--- src/rtl/cpu_bus_pkg.sv ---
// cpu_bus_pkg: shared bridge state encoding, transfer-size codes and AXI constants
package cpu_bus_pkg;
  typedef enum logic [2:0] {IDLE, RD_ADDR, RD_DATA, WR_REQ, WR_RESP, RESP} state_t;
  localparam logic [1:0] SIZE_BYTE = 2'd0;
  localparam logic [1:0] SIZE_HALF = 2'd1;
  localparam logic [1:0] SIZE_WORD = 2'd2;
  localparam logic [1:0] AXI_BURST_INCR = 2'b01;
  localparam logic [31:0] DEADBEEF = 32'hDEADBEEF;
endpackage

--- src/rtl/bridge_wstrb_gen.sv ---
// bridge_wstrb_gen: byte-lane strobe from transfer size and low address bits
//   size  in  2  SIZE_BYTE / SIZE_HALF / SIZE_WORD
//   addr  in  2  address bits [1:0]
//   wstrb out 4  active byte lanes
module bridge_wstrb_gen
  import cpu_bus_pkg::*;
(
  input  logic [1:0] size,
  input  logic [1:0] addr,
  output logic [3:0] wstrb
);
  always_comb
    wstrb = size == SIZE_BYTE ? 4'b0001 << addr :
            size == SIZE_HALF ? 4'b0011 << {addr[1], 1'b0} : 4'b1111;
endmodule

--- src/rtl/cpu_axi_bridge.sv ---
// cpu_axi_bridge: two sram-like CPU ports (inst, data) onto one AXI master, single outstanding
//   clk, resetn                      clock, async active-low reset
//   inst_* / data_*                  sram-like request/response ports; data has priority
//   ar*/r*/aw*/w*/b*                 AXI master channels (single beat, INCR)
//   bus_err                          one-cycle pulse when the response watchdog expires
// Optional: define BRIDGE_TIMEOUT_EN to enable the response watchdog (TIMEOUT_CYC cycles).
module cpu_axi_bridge
  import cpu_bus_pkg::*;
#(
  parameter logic [3:0] ID_INST = 4'd0,
  parameter logic [3:0] ID_DATA = 4'd1,
  parameter int TIMEOUT_CYC = 255
) (
  input  logic        clk,
  input  logic        resetn,
  input  logic        inst_req,
  input  logic        inst_wr,
  input  logic [1:0]  inst_size,
  input  logic [31:0] inst_addr,
  input  logic [31:0] inst_wdata,
  output logic        inst_addr_ok,
  output logic        inst_data_ok,
  output logic [31:0] inst_rdata,
  input  logic        data_req,
  input  logic        data_wr,
  input  logic [1:0]  data_size,
  input  logic [31:0] data_addr,
  input  logic [31:0] data_wdata,
  output logic        data_addr_ok,
  output logic        data_data_ok,
  output logic [31:0] data_rdata,
  output logic [3:0]  arid,
  output logic [31:0] araddr,
  output logic [7:0]  arlen,
  output logic [2:0]  arsize,
  output logic [1:0]  arburst,
  output logic        arvalid,
  input  logic        arready,
  input  logic [3:0]  rid,
  input  logic [31:0] rdata,
  input  logic [1:0]  rresp,
  input  logic        rlast,
  input  logic        rvalid,
  output logic        rready,
  output logic [3:0]  awid,
  output logic [31:0] awaddr,
  output logic [7:0]  awlen,
  output logic [2:0]  awsize,
  output logic [1:0]  awburst,
  output logic        awvalid,
  input  logic        awready,
  output logic [31:0] wdata,
  output logic [3:0]  wstrb,
  output logic        wlast,
  output logic        wvalid,
  input  logic        wready,
  input  logic [3:0]  bid,
  input  logic [1:0]  bresp,
  input  logic        bvalid,
  output logic        bready,
  output logic        bus_err
);
  state_t state, state_nx;
  logic [31:0] addr_q, wdata_q, rdata_q;
  logic [1:0] size_q;
  logic wr_q, src_q, aw_done, w_done, acc, aw_hs, w_hs, to_hit;
  logic unused;
  assign data_addr_ok = state == IDLE & data_req;
  assign inst_addr_ok = state == IDLE & inst_req & ~data_req;
  assign acc = data_addr_ok | inst_addr_ok;
  assign arvalid = state == RD_ADDR;
  assign rready = state == RD_DATA;
  assign awvalid = state == WR_REQ & ~aw_done;
  assign wvalid = state == WR_REQ & ~w_done;
  assign bready = state == WR_RESP;
  assign aw_hs = awvalid & awready;
  assign w_hs = wvalid & wready;
  assign arid = src_q ? ID_DATA : ID_INST;
  assign awid = ID_DATA;
  assign araddr = addr_q;
  assign awaddr = addr_q;
  assign arlen = 8'd0;
  assign awlen = 8'd0;
  assign arsize = {1'b0, size_q};
  assign awsize = {1'b0, size_q};
  assign arburst = AXI_BURST_INCR;
  assign awburst = AXI_BURST_INCR;
  assign wdata = wdata_q;
  assign wlast = 1'b1;
  assign inst_data_ok = state == RESP & ~src_q;
  assign data_data_ok = state == RESP & src_q;
  assign inst_rdata = rdata_q;
  assign data_rdata = rdata_q;
  bridge_wstrb_gen u_wstrb (.size(size_q), .addr(addr_q[1:0]), .wstrb(wstrb));
`ifdef BRIDGE_TIMEOUT_EN
  logic [7:0] cnt;
  logic to_q;
  assign to_hit = (rready | bready) & cnt == 8'(TIMEOUT_CYC - 1);
  assign bus_err = state == RESP & to_q;
  assign unused = ^{rid, rresp, rlast, bid, bresp};
  // counter is zero on entry to a wait state because it only runs while waiting
  always_ff @(posedge clk or negedge resetn)
    if (!resetn) begin
      cnt <= 8'd0;
      to_q <= 1'b0;
    end else begin
      cnt <= rready | bready ? cnt + 8'd1 : 8'd0;
      to_q <= acc ? 1'b0 : to_q | to_hit;
    end
`else
  assign to_hit = 1'b0;
  assign bus_err = 1'b0;
  assign unused = ^{rid, rresp, rlast, bid, bresp, TIMEOUT_CYC[0]};
`endif
  always_ff @(posedge clk or negedge resetn)
    if (!resetn) state <= IDLE;
    else state <= state_nx;
  always_comb begin
    state_nx = state;
    case (state)
      IDLE:    if (acc) state_nx = (data_req ? data_wr : inst_wr) ? WR_REQ : RD_ADDR;
      RD_ADDR: if (arready) state_nx = RD_DATA;
      RD_DATA: if (rvalid | to_hit) state_nx = RESP;
      WR_REQ:  if ((aw_done | aw_hs) & (w_done | w_hs)) state_nx = WR_RESP;
      WR_RESP: if (bvalid | to_hit) state_nx = RESP;
      RESP:    state_nx = IDLE;
      default: state_nx = IDLE;
    endcase
  end
  always_ff @(posedge clk or negedge resetn)
    if (!resetn) begin
      addr_q <= 32'd0;
      wdata_q <= 32'd0;
      rdata_q <= 32'd0;
      size_q <= 2'd0;
      wr_q <= 1'b0;
      src_q <= 1'b0;
      aw_done <= 1'b0;
      w_done <= 1'b0;
    end else begin
      if (acc) begin
        src_q <= data_req;
        wr_q <= data_req ? data_wr : inst_wr;
        addr_q <= data_req ? data_addr : inst_addr;
        size_q <= data_req ? data_size : inst_size;
        wdata_q <= data_req ? data_wdata : inst_wdata;
        aw_done <= 1'b0;
        w_done <= 1'b0;
      end
      if (aw_hs) aw_done <= 1'b1;
      if (w_hs) w_done <= 1'b1;
      if (rready & rvalid) rdata_q <= rdata;
      else if (rready & to_hit & ~wr_q) rdata_q <= DEADBEEF;
    end
endmodule

--- config.mk ---
export PLATFORM = sky130hd
export DESIGN_NAME = cpu_axi_bridge
export DESIGN_NICKNAME = d
export VERILOG_FILES = /design/src/rtl/cpu_bus_pkg.sv /design/src/rtl/bridge_wstrb_gen.sv /design/src/rtl/cpu_axi_bridge.sv
export SDC_FILE = /design/constraint.sdc
export NUM_CORES = 1
export LEC_CHECK = 0
export CORE_AREA = 2 2 153 155
export CTS_CLUSTER_DIAMETER = 120
export CTS_CLUSTER_SIZE = 30
export DETAILED_ROUTE_END_ITERATION = 7
export DIE_AREA = 0 0 155 157
export GPL_ROUTABILITY_DRIVEN = 1
export PLACE_DENSITY = 0.59
export SLEW_MARGIN = 20
export SYNTH_ARGS = -nofsm -noshare
export SYNTH_HDL_FRONTEND = slang
export SYNTH_SLANG_ARGS = --single-unit
--- constraint.sdc ---
create_clock -name clk -period 2.7 [get_ports clk]
set_input_delay 0.54 -clock clk [delete_from_list [all_inputs] [get_ports clk]]
set_output_delay 0.54 -clock clk [all_outputs]
set_load 0.1 [all_outputs]
# == Word level (Yosys, flattened, before mapping) ==
# Index checks and enable logic that the tools add are counted.
# Widths: inputs -> output; s select.
# totals
register_bits,104
latch_bits,0
mem_bits_rw,0
mem_bits_ro,0
input_bits,188
elab_cells,61
mem_count,0
# op_classes
addsub,0
mul,0
div_mod_pow,0
n_lt_le_gt_ge,0
eq_ne,11
shifts,2
muxes,17
bitwise_logic,18
reduce_logical,5
# ops
operator,n
$mux 32,2
$mux 3,5
$pmux 3 s5,1
$and 1x1->1,11
$mux 4,2
$eq 3x2->1 const B,2
$eq 3x3->1 const B,2
$ne 2x2->1 const B,3
$mux 1,5
$reduce_and 5->1,1
$mux 2,2
$ne 2x1->1 const B,2
$not 1->1,4
$reduce_bool 2->1,2
$shl 1x2->4 const A,1
$shl 2x2->4 const A,1
$eq 3x1->1 const B,1
$logic_not 3->1,1
$or 1x1->1,3
$eq 2x1->1 const B,1
$logic_not 2->1,1

# == Longest topological paths before layout ==
# Gate-level depths: netlist of run 1.
# depth
ltp_word,7
depth_mapped,7

# == By module ==
# A second synthesis of run 1 with hierarchy kept.
# hier_totals
cells_unflattened,513
hier_area_um2,5462.7
# modules_own_cells
mod,n_inst,cells_each,area_per_inst_um2
cpu_axi_bridge,1,506,5411.4
bridge_wstrb_gen,1,7,51.3

# == Worst setup path after synthesis of run 1 ==
# No wires, ideal clock.
# synth_timing
path_type,register to output
startpoint,register state[2]
endpoint,output port bready
arrival_ns,2.814
path_slack_ns,-0.654
stages_incl_launch_ff,3
n_path_buf,1
path_cell_list,dfrtp_1 buf_6 nor3b_1
# synth_between
elab_chain_len,1
# synth_rtl
item,line,source
from (decl),cpu_axi_bridge.sv:63,"state_t state, state_nx;"
from (signal assigned),cpu_axi_bridge.sv:117,else state <= state_nx;
$eq 3x3->1,cpu_axi_bridge.sv:75,assign bready = state == WR_RESP;
to (decl),cpu_axi_bridge.sv:60,"output logic bready,"
# Every way passes these cells.

# == Final worst setup path of run 1 ==
# layout_timing
startpoint,register state[1]
endpoint,output port wvalid
# layout_between
elab_chain_len,2
# layout_rtl
item,line,source
$eq 3x2->1,cpu_axi_bridge.sv:74,assign wvalid = state == WR_REQ & ~w_done;
$and 1x1->1,cpu_axi_bridge.sv:74,
to (decl),cpu_axi_bridge.sv:55,"output logic wvalid,"
# Every way passes these cells.

==> results.txt, run 1 <==
----------------------------------------------------
[Outcome]
  Status ... complete, no violations

[Clock tree]
  Quantity of gates resized following cts ... 0
  Clock tree root buffer cell ... sky130_fd_sc_hd__clkbuf_16
  Number of levels the H-tree was split into ... 3
  Buffers inserted by post-CTS timing repair ... 0
  Clock sink count ... around 100
  Clock-pin slew of the registers on the worst-case setup and hold paths ... roughly 0.080 ns
  Cts bufs inserted ... 9
  Count of hold buffers inserted by post-cts repair ... 0
  Number of buffers on the longest clock path ... 2
  Clock tree from TritonCTS ... done
  Clock latency at the later pin of the worst-skew pair ... 0.35 ns

[Layout]
  Number of nets in the layout ... ~980
  Antenna fix cells ... 0
  Fraction of final layout cells with drive strength greater than 1 ... 31.23%
  Area delta synth->final ... 54.98%

[Worst setup path]
  Setup slack of the most critical reg-to-reg path ... 0.73 ns
  Kind of launch point of the worst setup path ... flop
  Reg-to-reg critical path startpoint ... state[1]$_DFFE_PN0P_
  Largest fanout on the critical path ... 11
  Critical R2R Capture ... wdata[18]$_DFFE_PN0P_
  R2R depth ... 5
  Crit path DAT ... 1.74 ns
  Endpoint type of the worst setup path ... output port
  Required arrival time at the worst endpoint ... ~2.2 ns
  Class of the most critical setup path ... flop to output port

[Yosys]
  Synthesized area divided by synthesized cell count ... 10.96 um2
  #FFs+latches synth ... between 100 and 150
  Post-synthesis instance area ... ~5600 um2
  Number of instances in the synthesized netlist ... 512
  Sequential fraction of the synthesis area ... 46.38%
  Yosys Warn Count ... 0
  Number of library cell types mapped by synthesis ... 34

[Timing]
  Slew HR ... 58.05%
  Least-Margin Pin Slew ... 0.6117 ns
  Post-layout minimum cycle time ... 2.280 ns
  Highest clock frequency the design can meet ... 438.5 MHz
  Period Utilization, post-route ... 84.46%
  Final Setup Violations ... 0
  Final sum of negative setup slack ... 0 ns
  Final Hold Violating Endpoints ... 0
  Clk_skew ... 0.009012 ns
  Count of final max-slew check failures ... 0
  Setup repair after global routing missed its margin ... no

[Route]
  Total via count in the routed design ... 4,481
  Routed via count divided by cell count ... about 4.2
  Detailed Route Iter0 Violations ... 205
  Number of nets still failing antenna checks after routing ... 0
  DRC violations left ... 0
  Total detailed-routing wirelength ... 17,230 um
  Wire length per cell ... 15.97 um
  Number of iterations in the first detailed-routing pass ... 4

[Global routing]
  First-pass GRT wire length ... 25,420 um
  Total GRT Usage ... 13.72%
  Pin count of the biggest net entering global routing ... 105
  Number of antenna violations at the first check in global routing ... 0
  Number of global-route vias before repair ... 4,384
  Total congestion overflow after global routing ... 0

[Floorplan]
  Starting Density ... 24.94%
  Core Region ... 22,500 um2
  Count of standard-cell rows ... 55
  Die Span Y ... 157 um
  Width of the die ... 155 um
  Top Ports ... 397
  Die footprint ... 24,340 um2

[Job]
  Max cap viols ... 0

[Placement]
  Detailed-placement wirelength estimate ... between 10,000 and 15,000 um
  Quantity of I/O buffers inserted on ports ... 352
  Routability-driven placement congestion ratio ... around 0.73

[Min path]
  Class of the tightest hold or removal check ... input port to asynchronous set/reset pin

----------------------------------------------------
-- flip-flops by register name, summed over array words and instances, names as in the netlist --
name and flops:
w_done 1, data_rdata 32, state 3, wdata 32
src_q 1, size_q 2, aw_done 1, araddr 32
-- final cells by class --
| cell class | instances | area [um2] |
|---|---|---|
| clock inverter | 5 | 62.56 |
| sequential | 104 | 2603 |
| timing repair buffer | 365 | 3258 |
| multi-input combinational | 307 | 2167 |
| clock buffer | 11 | 242.7 |
| fill | 2276 | 13810 |
| tap | 285 | 356.6 |
| inverter | 2 | 7.507 |
-- synthesized netlist by cell type --
library cell / instances / area share (%)
sky130_fd_sc_hd__a211oi_1: 1 / 0.13
sky130_fd_sc_hd__a211oi_2: 1 / 0.22
sky130_fd_sc_hd__a21o_1: 1 / 0.13
sky130_fd_sc_hd__a21oi_1: 66 / 5.9
sky130_fd_sc_hd__a22o_1: 1 / 0.16
sky130_fd_sc_hd__a31o_2: 1 / 0.16
sky130_fd_sc_hd__and2_1: 2 / 0.22
sky130_fd_sc_hd__and2b_1: 1 / 0.13
sky130_fd_sc_hd__and3_1: 1 / 0.11
sky130_fd_sc_hd__buf_2: 14 / 1.2
sky130_fd_sc_hd__buf_4: 108 / 14
sky130_fd_sc_hd__buf_6: 3 / 0.60
sky130_fd_sc_hd__buf_8: 3 / 0.80
sky130_fd_sc_hd__conb_1: 2 / 0.13
sky130_fd_sc_hd__dfrtp_1: 104 / 46
sky130_fd_sc_hd__inv_1: 2 / 0.13
sky130_fd_sc_hd__mux2_1: 2 / 0.40
sky130_fd_sc_hd__mux2_4: 31 / 8.3
sky130_fd_sc_hd__mux2i_1: 68 / 12
sky130_fd_sc_hd__nand2_1: 6 / 0.40
sky130_fd_sc_hd__nor2_1: 74 / 4.9
sky130_fd_sc_hd__nor2b_1: 5 / 0.56
sky130_fd_sc_hd__nor3_1: 1 / 0.089
sky130_fd_sc_hd__nor3_4: 1 / 0.29
sky130_fd_sc_hd__nor3b_1: 1 / 0.13
sky130_fd_sc_hd__nor3b_2: 1 / 0.22
sky130_fd_sc_hd__nor4b_1: 1 / 0.16
sky130_fd_sc_hd__nor4b_2: 1 / 0.27
sky130_fd_sc_hd__o211a_1: 1 / 0.18
sky130_fd_sc_hd__o211ai_1: 1 / 0.13
sky130_fd_sc_hd__o21ai_0: 1 / 0.089
sky130_fd_sc_hd__o21bai_1: 4 / 0.54
sky130_fd_sc_hd__o22a_1: 1 / 0.16
sky130_fd_sc_hd__or2_1: 1 / 0.11
-- per-layer routing --
| layer | wire length (um) | track usage [%] |
|---|---|---|
| met5 | 0 | 0 |
| met4 | 302 | 5.203 |
| met3 | 1469 | 3.331 |
| met2 | 8655 | 24.06 |
| met1 | 6806 | 16.27 |
-- critical path: stages (launching register included) --
cell and delay [ns]:
sky130_fd_sc_hd__dfrtp_1 0.60, sky130_fd_sc_hd__nand2_1 0.12, sky130_fd_sc_hd__or2_1 0.26, sky130_fd_sc_hd__nor2_1 0.11, sky130_fd_sc_hd__buf_4 0.30
-- metrics by stage --
stage / area [um2] / setup WS, ns / cells / hold slack [ns] / utilization [%]
4_1_cts: 8697 / 0.3919 / 1079 / 0.2709 / 38.65
3_3_place_gp: 8392 / 0.4753 / 1063 / 0.5033 / 37.29
5_1_grt: 8697 / 0.2606 / 1079 / 0.2993 / 38.65
3_5_place_dp: 8392 / 0.4382 / 1063 / 0.5040 / 37.29
2_1_floorplan: 5728 / -0.3916 / 541 / 0.2444 / -
6_report: 8697 / 0.4196 / 1079 / 0.2530 / 38.65
-- how the worst max path moves through the flow --
stage,cells past startpoint,from,to
after floorplan,2,araddr[1]$_DFFE_PN0P_,wstrb[2]
after CTS,4,state[1]$_DFFE_PN0P_,wvalid
after global routing,4,state[1]$_DFFE_PN0P_,wvalid
after detailed placement,6,inst_req,wdata[18]$_DFFE_PN0P_
final,4,state[1]$_DFFE_PN0P_,wvalid
after global placement,6,inst_req,wdata[13]$_DFFE_PN0P_
-- cells in the final DEF, fill, tap and decap left out, drive strengths merged, types with 2 or more instances in the layout --
cell / count
a211oi: 2
a21oi: 66
and2: 2
buf: 193
clkbuf: 11
clkdlybuf4s50: 172
clkinvlp: 2
conb: 31
dfrtp: 104
inv: 4
mux2: 33
mux2i: 68
nand2: 6
nor2: 74
nor2b: 5
nor3: 2
nor3b: 2
nor4b: 2
o21bai: 4
-- logic make-up after synthesis --
| family | after synthesis | synth area share (%) |
|---|---|---|
| other | 2 | 0.1338 |
| flip-flops | 104 | 46.38 |
| buffers and inverters | 130 | 17.24 |
| AND/OR/NAND/NOR | 96 | 7.648 |
| multiplexers | 101 | 20.82 |
| AO/OA/AOI/OAI | 79 | 7.782 |
Power of run 1 is not shown: default switching activity piles up to over one toggle a cycle in this logic, so the estimate is an artifact.
==> run 2: changes to the inputs <==
- clock period: 2.7 -> 2.4 ns (I/O delays scaled with it)
==> results.txt, run 2 (same netlist as run 1, synthesis figures left out) <==
----------------------------------------------------
[Outcome]
  Status ... complete, no violations

[Clock tree]
  Number of levels the H-tree was split into ... 3 (unchanged)
  Clock tree root buffer cell ... sky130_fd_sc_hd__clkbuf_16
  Number of buffers on the longest clock path ... 2 (unchanged)
  Clock sink count ... 104 (unchanged)
  Quantity of gates resized following cts ... 0 (unchanged)
  Count of hold buffers inserted by post-cts repair ... 0 (unchanged)
  Clock-pin slew of the registers on the worst-case setup and hold paths ... 0.07 ns (about the same)
  Clock tree from TritonCTS ... done
  Buffers inserted by post-CTS timing repair ... 0 (unchanged)
  Cts bufs inserted ... 9 (unchanged)
  Clock latency at the later pin of the worst-skew pair ... 0.35 ns (about the same)

[Timing]
  Count of final max-slew check failures ... 0 (unchanged)
  Post-layout minimum cycle time ... 2.195 ns
  Least-Margin Pin Slew ... 0.5041 ns (-0.1076 ns)
  Highest clock frequency the design can meet ... 455.5 MHz
  Final Setup Violations ... 0 (unchanged)
  Period Utilization, post-route ... 91.48%
  Final Hold Violating Endpoints ... 0 (unchanged)
  Slew HR ... 66.39% (+8.3 points)
  Setup repair after global routing missed its margin ... no
  Least setup slack across all paths after layout ... 0.2045 ns (-0.2151 ns)
  Clk_skew ... 0.01285 ns (+0.003842 ns)

[Floorplan]
  Starting Density ... 24.94% (unchanged)
  Core Region ... 22,500 um2 (unchanged)
  Width of the die ... 155 um (unchanged)
  Count of standard-cell rows ... 55 (unchanged)
  Die Span Y ... 157 um (unchanged)
  Die footprint ... 24,340 um2 (unchanged)
  Top Ports ... 397 (unchanged)

[Worst setup path]
  R2R depth ... 4 (-1)
  Endpoint type of the worst setup path ... output port
  Crit path DAT ... 1.72 ns (-0.02 ns)
  CP startpoint ... state[0]$_DFFE_PN0P_
  Setup slack of the most critical reg-to-reg path ... 0.49 ns (-0.24 ns)
  Critical R2R Capture ... data_rdata[20]$_DFFE_PN0P_
  Reg-to-reg critical path startpoint ... state[1]$_DFFE_PN0P_
  Class of the most critical setup path ... flop to output port
  Kind of launch point of the worst setup path ... flop
  Largest fanout on the critical path ... 11 (unchanged)
  Required arrival time at the worst endpoint ... 1.92 ns (-0.24 ns)

[Route]
  Routed via count divided by cell count ... 4.138 (-0.36%)
  DRC violations left ... 0 (unchanged)
  Total detailed-routing wirelength ... 16,700 um (-3.1%)
  Number of nets still failing antenna checks after routing ... 0 (unchanged)
  Wire length per cell ... 15.55 um (-2.6%)
  Total via count in the routed design ... 4,444 (-0.83%)
  Number of iterations in the first detailed-routing pass ... 4 (unchanged)
  Detailed Route Iter0 Violations ... 149 (-27%)

[Placement]
  Worst setup timing slack at the placement stage ... 0.4603 ns (+0.02214 ns)
  Quantity of I/O buffers inserted on ports ... 352 (unchanged)
  Detailed-placement wirelength estimate ... 13,050 um (-1.9%)
  Routability-driven placement congestion ratio ... 0.7145 (-1.5%)

[Global routing]
  Number of global-route vias before repair ... 4,231 (-3.5%)
  Met2 routing resource usage after global routing ... 23.17% (-0.89 points)
  Total congestion overflow after global routing ... 0 (unchanged)
  Total GRT Usage ... 13.28% (-0.44 points)
  Pin count of the biggest net entering global routing ... 71 (-32%)
  Fraction of met3 tracks used by global routing ... 3.166% (-0.17 points)
  First-pass GRT wire length ... 24,470 um (-3.7%)
  Met1 track demand over resource ... 16.07% (-0.19 points)
  Most Used Layer, Global Route ... met2
  Number of antenna violations at the first check in global routing ... 0 (unchanged)

[Min path]
  Class of the tightest hold or removal check ... input port to asynchronous set/reset pin

[Layout]
  Number of nets in the layout ... 973 (-0.41%)
  Fraction of final layout cells with drive strength greater than 1 ... 31.18% (-0.056 points)
  Area delta synth->final ... 57.06%
  Commonest cells after routing, fill and taps aside ... 172 x sky130_fd_sc_hd__clkdlybuf4s50_1, 170 x sky130_fd_sc_hd__buf_4, 104 x sky130_fd_sc_hd__dfrtp_1
  Commonest non-fill, non-tap cell in the layout ... sky130_fd_sc_hd__clkdlybuf4s50_1
  Antenna fix cells ... 0 (unchanged)
  Utilization after layout ... 39.17% (+0.52 points)

[Job]
  Max cap viols ... 0 (unchanged)

----------------------------------------------------
## run 2: cell count changes in the layout (fill, tap and decap cells not counted), sizes merged
cell	previous run	this run
clkinv	0	2
clkbuf	11	10
inv	4	2
buf	193	189
## run 2: worst max path at each step
stage,end,slack (ns),depth (start not counted)
floorplan,wstrb[2],-0.63,2
CTS,inst_data_ok,0.16,4
global placement,state[1]$_DFFE_PN0P_,0.46,5
finish,awvalid,0.20,4
detailed placement,state[1]$_DFFE_PN0P_,0.46,5
global route,inst_data_ok,0.08,4
## run 2: worst max-delay path, cell delays in order, from the launching register on
cell	delay, ns
sky130_fd_sc_hd__dfrtp_1	0.62
sky130_fd_sc_hd__nand2_1	0.12
sky130_fd_sc_hd__or2_1	0.28
sky130_fd_sc_hd__nor2_2	0.15
sky130_fd_sc_hd__buf_12	0.19
## run 2: area by class of cell
| cell class | instances | area, um2 |
|---|---|---|
| multi-input cells | 307 | 2181 |
| clock buffers | 10 | 229.0 |
| inverters | 2 | 7.507 |
| repair buffers | 361 | 3378 |
| fillers | 2254 | 13690 |
| well taps | 285 | 356.6 |
| flip-flops and latches | 104 | 2603 |
| clock inverters | 5 | 58.81 |
## run 2: routing by layer
| metal | share of wire [%] | wire length (um) |
|---|---|---|
| met5 | 0 | 0 |
| met4 | 1.3 | 218 |
| met3 | 7.4 | 1244 |
| met2 | 50 | 8377 |
| met1 | 41 | 6864 |
## run 2: metrics by stage
| step | instance area (um2) | setup TNS [ns] | hold slack [ns] | instances |
|---|---|---|---|---|
| final | 8813 | 0 | 0.1028 | 1074 |
| after global routing | 8813 | 0 | 0.1158 | 1074 |
| after CTS | 8813 | 0 | 0.1107 | 1074 |
| after detailed placement | 8526 | 0 | 0.4874 | 1059 |
| after global placement | 8526 | 0 | 0.4827 | 1059 |
| after floorplan | 5742 | -2.487 | 0.1844 | 541 |
Power of run 2 is left out for the same reason.
